==> config.mk <==
export PLATFORM = sky130hd
export DESIGN_NAME = sd_code_slewer
export DESIGN_NICKNAME = d
export VERILOG_FILES = /design/src/rtl/sd_code_slewer_pkg.sv /design/src/rtl/sd_code_slewer_slew_step.sv /design/src/rtl/sd_code_slewer.sv
export SDC_FILE = /design/constraint.sdc
export NUM_CORES = 1
export LEC_CHECK = 0
export CORE_UTILIZATION = 45
export DETAILED_ROUTE_END_ITERATION = 10
export DONT_BUFFER_PORTS = 1
export HOLD_SLACK_MARGIN = 0.12
export PLACE_DENSITY_LB_ADDON = 0.3
export REMOVE_ABC_BUFFERS = 1
export SETUP_SLACK_MARGIN = 0.1
export SLEW_MARGIN = 20
export SYNTH_ARGS = -nofsm -noshare
export SYNTH_HDL_FRONTEND = slang
export SYNTH_SLANG_ARGS = --single-unit
==> constraint.sdc <==
create_clock -name clk -period 8.5 [get_ports clk]
set_input_delay 1.275 -clock clk [delete_from_list [all_inputs] [get_ports clk]]
set_output_delay 1.275 -clock clk [all_outputs]
set_load 0.01 [all_outputs]
==> src/rtl/sd_code_slewer_pkg.sv <==
// Shared definitions for the sigma-delta tuning path: slewer FSM states and
// default sizing constants also used by the modulator instantiation.
package sd_pkg;

  typedef enum logic {
    IDLE = 1'b0,
    SLEW = 1'b1
  } sd_state_t;

  localparam int unsigned SD_CODE_W     = 12;
  localparam int unsigned SD_RESET_CODE = 2048;
  localparam int unsigned SD_UPDATE_DIV = 1024;

endpackage

==> src/rtl/sd_code_slewer_slew_step.sv <==
// One slew step: moves the code toward the target by at most STEP_MAX LSB,
// never past it, and flags when the stepped code lands on the target.
module sd_slew_step #(
  parameter int unsigned CODE_W   = 12,
  parameter int unsigned STEP_MAX = 16
) (
  input  logic [CODE_W-1:0] i_code_out,
  input  logic [CODE_W-1:0] i_target,
  output logic [CODE_W-1:0] o_next_code,
  output logic              o_reached
);

  // A step larger than the whole code range behaves exactly like "jump to target".
  localparam int unsigned   STEP_CAP = (STEP_MAX > (2 ** CODE_W)) ? (2 ** CODE_W) : STEP_MAX;
  localparam logic [CODE_W:0] STEP_L = (CODE_W + 1)'(STEP_CAP);

  logic signed [CODE_W:0] w_diff;
  logic        [CODE_W:0] w_mag;
  logic        [CODE_W:0] w_step;

  always_comb begin
    w_diff = $signed({1'b0, i_target}) - $signed({1'b0, i_code_out});
    w_mag  = w_diff[CODE_W] ? unsigned'(-w_diff) : unsigned'(w_diff);
    w_step = (w_mag > STEP_L) ? STEP_L : w_mag;
    if (w_diff[CODE_W]) begin
      o_next_code = i_code_out - w_step[CODE_W-1:0];
    end else begin
      o_next_code = i_code_out + w_step[CODE_W-1:0];
    end
    o_reached = (o_next_code == i_target);
  end

endmodule

==> src/rtl/sd_code_slewer.sv <==
// Slew-rate limiter ahead of the sigma-delta modulator: clamps requested codes
// and ramps code_out toward the target in bounded steps every UPDATE_DIV clocks.
module sd_code_slewer
  import sd_pkg::*;
#(
  parameter int unsigned CODE_W     = SD_CODE_W,
  parameter int unsigned STEP_MAX   = 16,
  parameter int unsigned UPDATE_DIV = SD_UPDATE_DIV,
  parameter int unsigned CODE_MIN   = 0,
  parameter int unsigned CODE_MAX   = 4095,
  parameter int unsigned RESET_CODE = SD_RESET_CODE
) (
  input  logic              clk,
  input  logic              global_rst,
  input  logic [CODE_W-1:0] req_code,
  input  logic              req_valid,
  output logic              req_ready,
  input  logic              hold,
  output logic [CODE_W-1:0] code_out,
  output logic              code_strobe,
  output logic              clamp_hit,
  output logic              settled
);

  localparam int unsigned   CNT_W  = (UPDATE_DIV > 1) ? $clog2(UPDATE_DIV) : 1;
  localparam logic [CNT_W-1:0]  CNT_RELOAD = CNT_W'(UPDATE_DIV - 1);
  localparam logic [CODE_W-1:0] MIN_L      = CODE_W'(CODE_MIN);
  localparam logic [CODE_W-1:0] MAX_L      = CODE_W'(CODE_MAX);
  localparam logic [CODE_W-1:0] RST_L      = CODE_W'(RESET_CODE);

  sd_state_t         r_state, w_nxt_state;
  logic [CODE_W-1:0] r_target, w_nxt_target;
  logic [CODE_W-1:0] r_code, w_nxt_code;
  logic [CNT_W-1:0]  r_cnt, w_nxt_cnt;
  logic              r_strobe, w_nxt_strobe;
  logic              r_clamp;

  logic [CODE_W-1:0] w_clamped;
  logic              w_lo, w_hi, w_clip;
  logic              w_step_evt;
  logic [CODE_W-1:0] w_step_code;
  logic              w_reached;

  sd_slew_step #(
    .CODE_W  (CODE_W),
    .STEP_MAX(STEP_MAX)
  ) u_step (
    .i_code_out (r_code),
    .i_target   (r_target),
    .o_next_code(w_step_code),
    .o_reached  (w_reached)
  );

  always_comb begin
    w_lo       = $signed({1'b0, req_code}) < $signed({1'b0, MIN_L});
    w_hi       = $signed({1'b0, req_code}) > $signed({1'b0, MAX_L});
    w_clamped  = w_lo ? MIN_L : (w_hi ? MAX_L : req_code);
    w_clip     = req_valid && (w_lo || w_hi);
    w_step_evt = (r_state == SLEW) && (r_cnt == '0) && !hold;
  end

  always_comb begin
    w_nxt_state  = r_state;
    w_nxt_target = r_target;
    w_nxt_code   = r_code;
    w_nxt_cnt    = r_cnt;
    w_nxt_strobe = 1'b0;
    case (r_state)
      IDLE: begin
        if (req_valid) begin
          w_nxt_target = w_clamped;
          if (w_clamped != r_code) begin
            w_nxt_cnt   = '0;
            w_nxt_state = SLEW;
          end
        end
      end
      SLEW: begin
        if (req_valid) begin
          w_nxt_target = w_clamped;
        end
        // A retarget landing on the step that reaches the old target keeps
        // the FSM in SLEW so IDLE always implies code_out == target.
        if (w_step_evt) begin
          if (r_target == r_code) begin
            if (!(req_valid && (w_clamped != r_code))) begin
              w_nxt_state = IDLE;
            end
          end else begin
            w_nxt_code   = w_step_code;
            w_nxt_cnt    = CNT_RELOAD;
            w_nxt_strobe = 1'b1;
            if (w_reached && !(req_valid && (w_clamped != w_step_code))) begin
              w_nxt_state = IDLE;
            end
          end
        end else if (!hold) begin
          w_nxt_cnt = r_cnt - 1'b1;
        end
      end
      default: w_nxt_state = IDLE;
    endcase
  end

  always_ff @(posedge clk or posedge global_rst) begin
    if (global_rst) begin
      r_state <= IDLE;
    end else begin
      r_state <= w_nxt_state;
    end
  end

  always_ff @(posedge clk or posedge global_rst) begin
    if (global_rst) begin
      r_target <= RST_L;
      r_code   <= RST_L;
      r_cnt    <= '0;
      r_strobe <= 1'b0;
      r_clamp  <= 1'b0;
    end else begin
      r_target <= w_nxt_target;
      r_code   <= w_nxt_code;
      r_cnt    <= w_nxt_cnt;
      r_strobe <= w_nxt_strobe;
      r_clamp  <= w_clip;
    end
  end

  assign req_ready   = 1'b1;
  assign code_out    = r_code;
  assign code_strobe = r_strobe;
  assign clamp_hit   = r_clamp;
  assign settled     = (r_state == IDLE);

endmodule

==> summary.txt <==
status = finished clean
cells after synthesis = 505
first-pass GRT wire length = 18,100 µm
Die Wd = 96.0 µm
commonest non-fill, non-tap cell in the layout = o21ai_0
final setup margin = 1.20 ns
port bufs = 0
CTS root buffer = clkbuf_8
maxcap violations = 0
Clock Pin Slew Worst Setup and Hold Paths = 0.08 ns
number of diodes = 0
min-delay worst type = register to register
Top Ports = 32
Resized Gates After CTS = 0
area of the die = 0.00921 mm²
Final TNS setup = 0 ns
fin crit share = 85.8%
CTS tree = built
initial antenna violation count = 0
Routability Congestion = 0.893
Crit Path Category = register to register
final hold slack = 0.516 ns
final slew viol count = 0
P&R area growth vs syn = 3.97%
fill cell count = 803
post-route ant nets = 0
Pwr per Cell Area = 217 mW/mm²
setup violators final = 0
overall routing resource usage = 25.6%
ys async rst share = 100%
#FFs+latches synth = 36
startpoint class of the critical path = register
highest clock rate = 137 MHz
H-tree levels = 2
final hold vios = 0
Worst VDD drop = 90.9 µV
Unique masters post-synth = 69
multi-input logic area = 0.00285 mm²
Detail Placement HPWL = 8630 µm
Clk Latency, worst-skew pair = 0.31 ns
core box area = 0.00838 mm²
Worst EP required = 8.68 ns
RSZ-0062 raised after global routing = no
1st-pass router iterations = 5
# rows = 33
final core occ = 49.3%
hold buffer count at CTS = 0
grt ovf = 0
fraction of layout cells with a size suffix above 1 = 7.29%
initial core utilization = 47.4%
final instance area = 0.00413 mm²
highest-count cells in the layout ignoring fill and taps = o21ai_0 (47), nand2_1 (43), nor2_1 (36)
Setup Skew = 0.00545 ns
Top FF cell, synth = dfrtp_1
largest net degree at the start of global routing = 37
1st-iter DRT viols = 223
EDFF count, synth = 0
Syn Area/Cell = 7.87 µm²
Reg area = 903 µm²
Final #Nets = 537
clk sink count = 36
crit-path max FO = 16
Arr. time, crit path = 7.48 ns
register area share after synthesis = 22.7%
Worst-Margin Slew = 0.838 ns
Area after DPL = 0.00401 mm²
Synth Cell Area = 0.00397 mm²
DRC violations left = 0
vias in the first global route = 3,624
post-CTS setup buffers = 0
CTS max path bufs = 2
Place WS = 1.40 ns
DR WL/cell = 18.6 µm
via/cell ratio = 6.32
die height = 96.0 µm
max_slew headroom = 43.7%
Final Critical Period = 7.30 ns
vias = 3,788
Yosys warning count = 0
CTS Buf Count = 5
Routed WL = 11,200 µm
Worst Setup End Kind = register
Leakage = 0.00168 µW
==> final cells by class <==
class | instances | area share [%]
Inverter | 33 | 3.00
Clock inverter | 3 | 1.03
Tap cell | 105 | 3.18
Sequential cell | 36 | 21.9
Timing Repair Buffer | 1 | 0.182
Multi-Input combinational cell | 416 | 69.1
Clock buffer | 5 | 1.67
==> synthesized netlist by cell type (3+ instances only) <==
cell type   n  area (µm²)
inv_1      33         124
clkbuf_1   14        52.6
nand2_1    43         161
o2111ai_1   4        35.0
o31ai_1     3        22.5
dfrtp_1    34         851
ha_1       26         325
a211oi_1    5        37.5
xnor2_1    27         236
a31oi_1     6        37.5
nor3_1     10        50.1
and2_1      3        18.8
buf_4       4        30.0
nor4_1      7        43.8
and3_1      5        31.3
xor2_1     23         201
o31a_1      5        43.8
o21ai_0    47         235
nand4_1    11        68.8
mux2_2     13         146
nand3b_1    3        22.5
o32ai_1     3        26.3
nor2b_1     5        31.3
o2111a_1    3        33.8
nand2b_1    7        43.8
a21oi_1    32         160
or3_1      12        75.1
a21boi_0    3        22.5
a21o_1      5        37.5
nand3_1    14        70.1
o21a_1      7        52.6
nor2_1     36         135
or2_2       3        18.8
==> per-stage QoR <==
step / total power [µW] / std cells
finish: 897 / 599
global route: 964 / 599
CTS: 891 / 599
detailed placement: 726 / 591
global placement: 719 / 591
floorplan: 621 / 485
==> layer usage <==
layer	GRT usage (%)	wire [µm]	vias to the layer above
met5	0	0	-
met4	6.34	171	0
met3	6.48	780	22
met2	42.6	5280	131
met1	33.2	4930	1827
li1	-	-	1808
==> cells by family after synthesis <==
logic type | Yosys count | share of synthesized area (%)
buffers and inverters | 53 | 5.61
and+or+nand+nor | 172 | 22.3
muxes | 14 | 3.94
AOI/OAI and AO/OA | 149 | 24.5
adders and majority gates | 28 | 9.20
xor gates and xnor gates | 51 | 11.6
DFF | 36 | 22.7
other | 2 | 0.189
==> worst max-delay path: stages, from the launching register on <==
cell and delay, ns:
dfrtp_1 0.47, ha_1 0.28, fa_1 0.47, nand2b_4 0.18
a211o_1 0.31, a211o_1 0.39, nand2_1 0.40, a41oi_1 0.09
o32ai_1 0.55, and3_1 0.35, nand3_1 0.13, ha_1 0.24
or3_1 0.38, a31oi_1 0.19, ha_1 0.29, nor2b_1 0.14
o21ai_0 0.28, a21oi_1 0.17, o21ai_0 0.47, xnor3_1 0.29
nor4b_1 0.46, o2111a_1 0.25, nand3_1 0.08, nor4_1 0.21
a211oi_1 0.10
==> worst paths after layout <==
check	startpoint	to	slack [ns]	cells past startpoint
max	code_out[0]$_DFFE_PP0P_	r_state$_DFF_PP0_	1.20	24
min	r_cnt[4]$_DFFE_PP0P_	r_cnt[4]$_DFFE_PP0P_	0.52	1
max reg2reg	code_out[0]$_DFFE_PP0P_	r_state$_DFF_PP0_	1.20	24
min reg2reg	r_cnt[4]$_DFFE_PP0P_	r_cnt[4]$_DFFE_PP0P_	0.52	1
max in group asynchronous	global_rst	r_target[11]$_DFFE_PP1P_	7.19	2
min in group asynchronous	global_rst	r_cnt[1]$_DFFE_PP0P_	0.96	2
==> report_power, final <==
group / switching (µW) / leakage (µW) / internal [µW] / total, µW
clock: 71.9 / 0.0000541 / 86.9 / 159
combinational: 304 / 0.00120 / 204 / 508
sequential: 33.9 / 0.000434 / 197 / 231
total: 410 / 0.00168 / 488 / 897
==> registers in the layout, indices dropped and copies added (netlist names) <==
name,cells
r_cnt,10
code_out,12
r_target,12
code_strobe,1
r_state,1
Power figures use the tool's default switching activity.
==> RTL edit 1: new RTL, same settings <==
The package constant `SD_CODE_W` goes from 12 to 16.
--- a/src/rtl/sd_code_slewer_pkg.sv
+++ b/src/rtl/sd_code_slewer_pkg.sv
@@ -7,7 +7,7 @@
     SLEW = 1'b1
   } sd_state_t;
 
-  localparam int unsigned SD_CODE_W     = 12;
+  localparam int unsigned SD_CODE_W     = 16;
   localparam int unsigned SD_RESET_CODE = 2048;
   localparam int unsigned SD_UPDATE_DIV = 1024;
 
Interface: changed (resized code_out and req_code); port bits go from 32 to 40. The function was not compared with the original's and may differ.
==> RTL edit 1 against the original RTL <==
- combinational power increased to 2.9 times the old value
- power increased by 120%
- setup slack got worse by 0.51 ns
- synthesized cell count increased by 28%
- routed wire length increased by 24%
- cell count increased by 29%
- area after synthesis increased by 27%
- core utilization decreased by 1.7 points
- sequential cell count increased by 9
- count of clock-buffer cells in the layout increased by 2
- design area increased by 25%
- highest routed layer unchanged
==> RTL edit 1: results (changes against the original RTL) <==
Route
  • 1st-iter DRT viols: 239 (was 223)
  • Total vias in the final route: 4782 (was 3788)
  • Via/cell ratio: 6.18 (was 6.32)
  • Wire length on met1: 6220 um (was 4930 um)
  • Met3 wire len: 909 um (was 780 um)
  • Metal2 WL: 6110 um (was 5280 um)
  • First-pass iteration count of the detailed router: 5 (unchanged)
  • Routed length per instance: 17.8 um (was 18.6 um)
  • DR top layer: met4 (unchanged)

Finish
  • Fillers: 1079 (was 803)
  • Final nets: 689 (was 537)
  • Share of cells above drive strength 1: 6.31% (was 7.29%)

Critical path
  • R2R depth: 30 (was 24)
  • Crit path max fanout: 7 (was 16)
  • WP data arrival: 8.00 ns (was 7.48 ns)
  • Worst reg-to-reg setup slack: 0.70 ns (was 1.20 ns)
  • Reg2reg end: r_state (unchanged)
  • CP top delay family: simple AND/OR/NAND/NOR gates (was compound AO/OA/AOI/OAI gates)
  • CP max stage cell: or4_1 (was o32ai_1)
  • Largest stage delay, worst path: 0.60 ns (was 0.55 ns)
  • Worst flop-to-flop path startpoint: code_out[0] (unchanged)

Logic synthesis
  • Yosys warnings: 0 (unchanged)
  • Netlist cell types: 80 (was 69)
  • Top post-synthesis cells by count: nor2_1 (66), a21oi_1 (57), nand2_1 (51), o21ai_0 (51), dfrtp_1 (43) (was o21ai_0 (47), nand2_1 (43), nor2_1 (36))
  • Post-synthesis sequential area ratio: 22.4% (was 22.7%)
  • Ranking of synthesized cells by area: dfrtp_1 (21%), ha_1 (8.4%), a21oi_1 (5.7%), xnor2_1 (5.4%), o21ai_0 (5.1%) (was dfrtp_1 (21%), ha_1 (8.2%), xnor2_1 (6.0%), o21ai_0 (5.9%), xor2_1 (5.1%))
  • Syn Area/Cell: 7.78 um2 (was 7.87 um2)

GRT
  • GR Util All Layers: 25.0% (was 25.6%)
  • Initial antenna violation count: 0 (unchanged)
  • Number of global-route vias before repair: 4489 (was 3624)
  • First-pass GRT wire length: 22400 um (was 18100 um)
  • Pin count of the biggest net entering global routing: 46 (was 37)

Timing
  • Setup TNS Final: 0 ns (unchanged)
  • Measured slew at the worst slew-check pin: 1.01 ns (was 0.838 ns)
  • Clock Skew: 0.00737 ns (was 0.00545 ns)

Min path
  • Worst Hold Path Cells: 2 (was 1)
  • Worst hold start: r_target[11] (was r_cnt[4])
  • Hold endpoint: r_target[11] (was r_cnt[4])

Placement
  • GP Congestion: 0.920 (was 0.893)
  • Setup WS pre-CTS: 0.809 ns (was 1.40 ns)
  • IO buf count: 0 (unchanged)
  • Post-DP HPWL: 10900 um (was 8630 um)
  • Placed insts: 766 (was 591)

Power
  • Leakage: 1.98 nW (was 1.68 nW)
  • Sw frac: 53.3% (was 45.7%)
  • Peak supply drop: 0.252 mV (was 0.0909 mV)

Clocking
  • Root Driver: clkbuf_8 (unchanged)
  • H-tree levels: 2 (unchanged)
  • Number of setup buffers added after CTS: 0 (unchanged)
  • Cts bufs inserted: 5 (unchanged)

Run status
  • Status: finished, final reports clean (unchanged)
[RTL edit 1: stage by stage]
step	area, um2	hold WS (ns)
after floorplan	4890	0.482
after global placement	5100	0.495
after detailed placement	5100	0.506
after CTS	5180	0.517
after global routing	5180	0.557
final	5180	0.517
[RTL edit 1: how the worst max path moves through the flow]
stage / to / cells after the start / slack, ns
floorplan: r_state / 28 / 1.74
finish: r_state / 30 / 0.70
global placement: r_state / 28 / 0.93
CTS: r_state / 29 / 0.81
detailed placement: r_state / 28 / 0.81
global route: r_state / 28 / 0.19
[RTL edit 1: area by class of cell]
cell class | instances | area share (%)
clock inverters | 1 | 0.145
repair buffers | 3 | 0.435
flip-flops and latches | 45 | 21.8
multi-input cells | 540 | 70.0
inverters | 38 | 2.78
well taps | 140 | 3.38
clock buffers | 7 | 1.47
[RTL edit 1: kinds of logic after synthesis]
| kind of cell | count (synthesis) | synth area share [%] |
|---|---|---|
| adders and majority gates | 36 | 9.24 |
| DFF | 45 | 22.4 |
| other | 1 | 0.0744 |
| muxes | 11 | 2.41 |
| AOI/OAI and AO/OA | 207 | 27.5 |
| xor gates and xnor gates | 53 | 9.48 |
| buffers and inverters | 63 | 5.78 |
| and+or+nand+nor | 232 | 23.1 |
[RTL edit 1: worst reg2reg max path, delay by kind of cell, from the launching register on]
family / cells / cell delay, ns
muxes: 1 / 0.17
and+or+nand+nor: 11 / 2.90
buffers and inverters: 1 / 0.17
AOI/OAI and AO/OA: 9 / 1.66
DFF: 1 / 0.46
xor gates and xnor gates: 4 / 1.14
adders and majority gates: 4 / 1.17
[RTL edit 1: power by group through the flow]
stage                     combinational (W)  sequential, W  clock, W
after floorplan                     0.00118       0.000334         0
after global placement              0.00143       0.000361         0
after detailed placement            0.00145       0.000363         0
after CTS                           0.00146       0.000359  0.000139
after global routing                0.00163       0.000367  0.000149
final                               0.00148       0.000360  0.000134
[RTL edit 1: metal layers]
metal	vias up	track usage, %
met4	0	12.0
met5	-	0
met1	2242	33.7
li1	2339	-
met2	168	39.1
met3	33	3.33
==> RTL edit 2: new RTL, config.mk and constraints unchanged <==
Made on the original files. Put a register stage on the output `settled`, without a reset. The value now appears one clock later. The other outputs are not delayed to match.
--- a/src/rtl/sd_code_slewer.sv
+++ b/src/rtl/sd_code_slewer.sv
@@ -130,7 +130,9 @@
   assign code_out    = r_code;
   assign code_strobe = r_strobe;
   assign clamp_hit   = r_clamp;
-  assign settled     = (r_state == IDLE);
+  always_ff @(posedge clk) begin
+    settled <= (r_state == IDLE);
+  end
 
 endmodule
 
Function: changed (a bounded check fails within 4 cycles, from zero or initial values and one cycle with global_rst high).
==> RTL edit 2 against the original RTL <==
- setup slack gained 0.37 ns
- design area fell by 0.88%
- critical path depth rose by 1
- sequential cell count rose by 1
- count of clock-buffer cells in the layout increased by 1
- routed wire length is 5.0% lower
- die area decreased by 0.36%
- fmax grew 5.4%
- core utilization shrank 0.43 points
- area after synthesis fell by 0.38%
Power is not compared: it rests on default switching activity, and its combinational part moved more than twofold at a synthesized area within 25%.
==> RTL edit 2: results (changes against the original RTL) <==
Run status
  • Status: finished, final reports clean (unchanged)

Route
  • 1st-iter DRT viols: 240 (was 223)
  • Wire length on met1: 4600 um (was 4930 um)
  • Metal2 WL: 5160 um (was 5280 um)
  • First-pass iteration count of the detailed router: 5 (unchanged)
  • Total routed wirelength: 10600 um (was 11200 um)
  • Met3 wire len: 508 um (was 780 um)

Logic synthesis
  • Post-synthesis async set-or-reset flop share: 97.3% (was 100%)
  • Ranking of synthesized cells by area: dfrtp_1 (21%), ha_1 (8.2%), xnor2_1 (6.2%), o21ai_0 (4.6%), nand2_1 (4.2%) (was dfrtp_1 (21%), ha_1 (8.2%), xnor2_1 (6.0%), o21ai_0 (5.9%), xor2_1 (5.1%))
  • Compound-Gate Fraction of Synth Area: 24.6% (was 24.5%)
  • Post-synthesis mux area share: 4.62% (was 3.94%)
  • Yosys warnings: 0 (unchanged)
  • Netlist cell types: 77 (was 69)
  • Post-synthesis sequential area ratio: 23.3% (was 22.7%)
  • Synth Area in XOR/XNOR: 11.5% (was 11.6%)
  • Post-synthesis adder-cell area fraction: 9.23% (was 9.20%)
  • Top post-synthesis cells by count: nand2_1 (44), o21ai_0 (36), dfrtp_1 (34) (was o21ai_0 (47), nand2_1 (43), nor2_1 (36))

Placement
  • Post-DP HPWL: 8360 um (was 8630 um)
  • Area post-placement: 0.00401 mm2 (about the same)

Finish
  • Share of cells above drive strength 1: 9.34% (was 7.29%)
  • Final nets: 514 (was 537)

Timing
  • Clock Skew: 0.00504 ns (was 0.00545 ns)
  • Relative max-transition margin: 46.8% (was 43.7%)

Critical path
  • Worst reg-to-reg setup slack: 1.57 ns (was 1.20 ns)
  • WP data arrival: 7.10 ns (was 7.48 ns)
  • R2R depth: 25 (was 24)
  • Crit path max fanout: 7 (was 16)
  • Worst flop-to-flop path startpoint: code_out[1] (was code_out[0])

GRT
  • First-pass GRT wire length: 16700 um (was 18100 um)
  • GR Util All Layers: 24.1% (was 25.6%)
  • Number of global-route vias before repair: 3439 (was 3624)

Clocking
  • Cts bufs inserted: 5 (unchanged)
  • Clock slew at reported path FFs: 0.08 ns (about the same)
  • Worst-Skew Late Latency: 0.29 ns (was 0.31 ns)

Power
  • Leakage: 1.71 nW
## RTL edit 2: critical path, stage by stage (launching register included)
cell and delay [ns]:
dfrtp_1 0.54, inv_1 0.14, ha_1 0.34, nor2b_1 0.15, o2111a_1 0.28, or4_4 0.49, a32oi_2 0.30, nand4_2 0.20
mux2i_1 0.17, o22a_2 0.31, a2111oi_4 0.51, nand2_1 0.14, ha_1 0.26, and4_1 0.16, nor3_1 0.26, ha_1 0.33
or2_2 0.28, o31a_1 0.15, and2_1 0.21, o21ai_0 0.21, a21oi_1 0.11, xnor2_1 0.33, xor2_1 0.11, a2111oi_0 0.51
o2bb2ai_1 0.19, a31oi_1 0.10
## RTL edit 2: metal layers
| metal | vias to the layer above | global-route usage (%) |
|---|---|---|
| li1 | 1722 | - |
| met1 | 1729 | 29.9 |
| met2 | 118 | 42.3 |
| met3 | 20 | 2.53 |
| met4 | 0 | 9.95 |
| met5 | - | 0 |
## RTL edit 2: power by group
| part | switching [W] | leakage [nW] | internal [W] |
|---|---|---|---|
| combinational | 0.000829 | 1.24 | 0.000559 |
| sequential | 0.0000826 | 0.430 | 0.000228 |
| clock | 0.0000674 | 0.0450 | 0.0000570 |
## RTL edit 2: how the worst min path moves through the flow
stage               slack [ns]  cells past startpoint        to
detailed placement        0.52                      1  r_cnt[7]
floorplan                 0.49                      1  r_cnt[7]
global placement          0.51                      2  r_cnt[5]
CTS                       0.54                      1  r_cnt[4]
finish                    0.53                      1  r_cnt[4]
global route              0.56                      1  r_cnt[7]
## RTL edit 2: area by class of cell
type                    count  area, um2
fillers                   829       4290
clock buffers               6       72.6
flip-flops and latches     37        923
clock inverters             2       10.0
inverters                  34        128
repair buffers              2       15.0
well taps                 105        131
multi-input cells         390       2810
## RTL edit 2: per-stage QoR
stage	power, W	setup slack [ns]	utilization [%]	cells
floorplan	0.00139	2.48	-	461
global placement	0.00166	1.95	47.9	568
detailed placement	0.00167	1.65	47.9	568
CTS	0.00180	1.62	48.8	576
global route	0.00197	1.05	48.8	576
finish	0.00182	1.57	48.8	576
## RTL edit 2: cell families (layout without fill, tap and decap cells)
group | Yosys count | in the layout
compound gates | 137 | 137
other cells | 2 | 2
simple gates | 158 | 158
flops | 37 | 37
buf+inv | 52 | 44
fa+ha+maj | 28 | 28
xor+xnor | 48 | 48
mux | 17 | 17
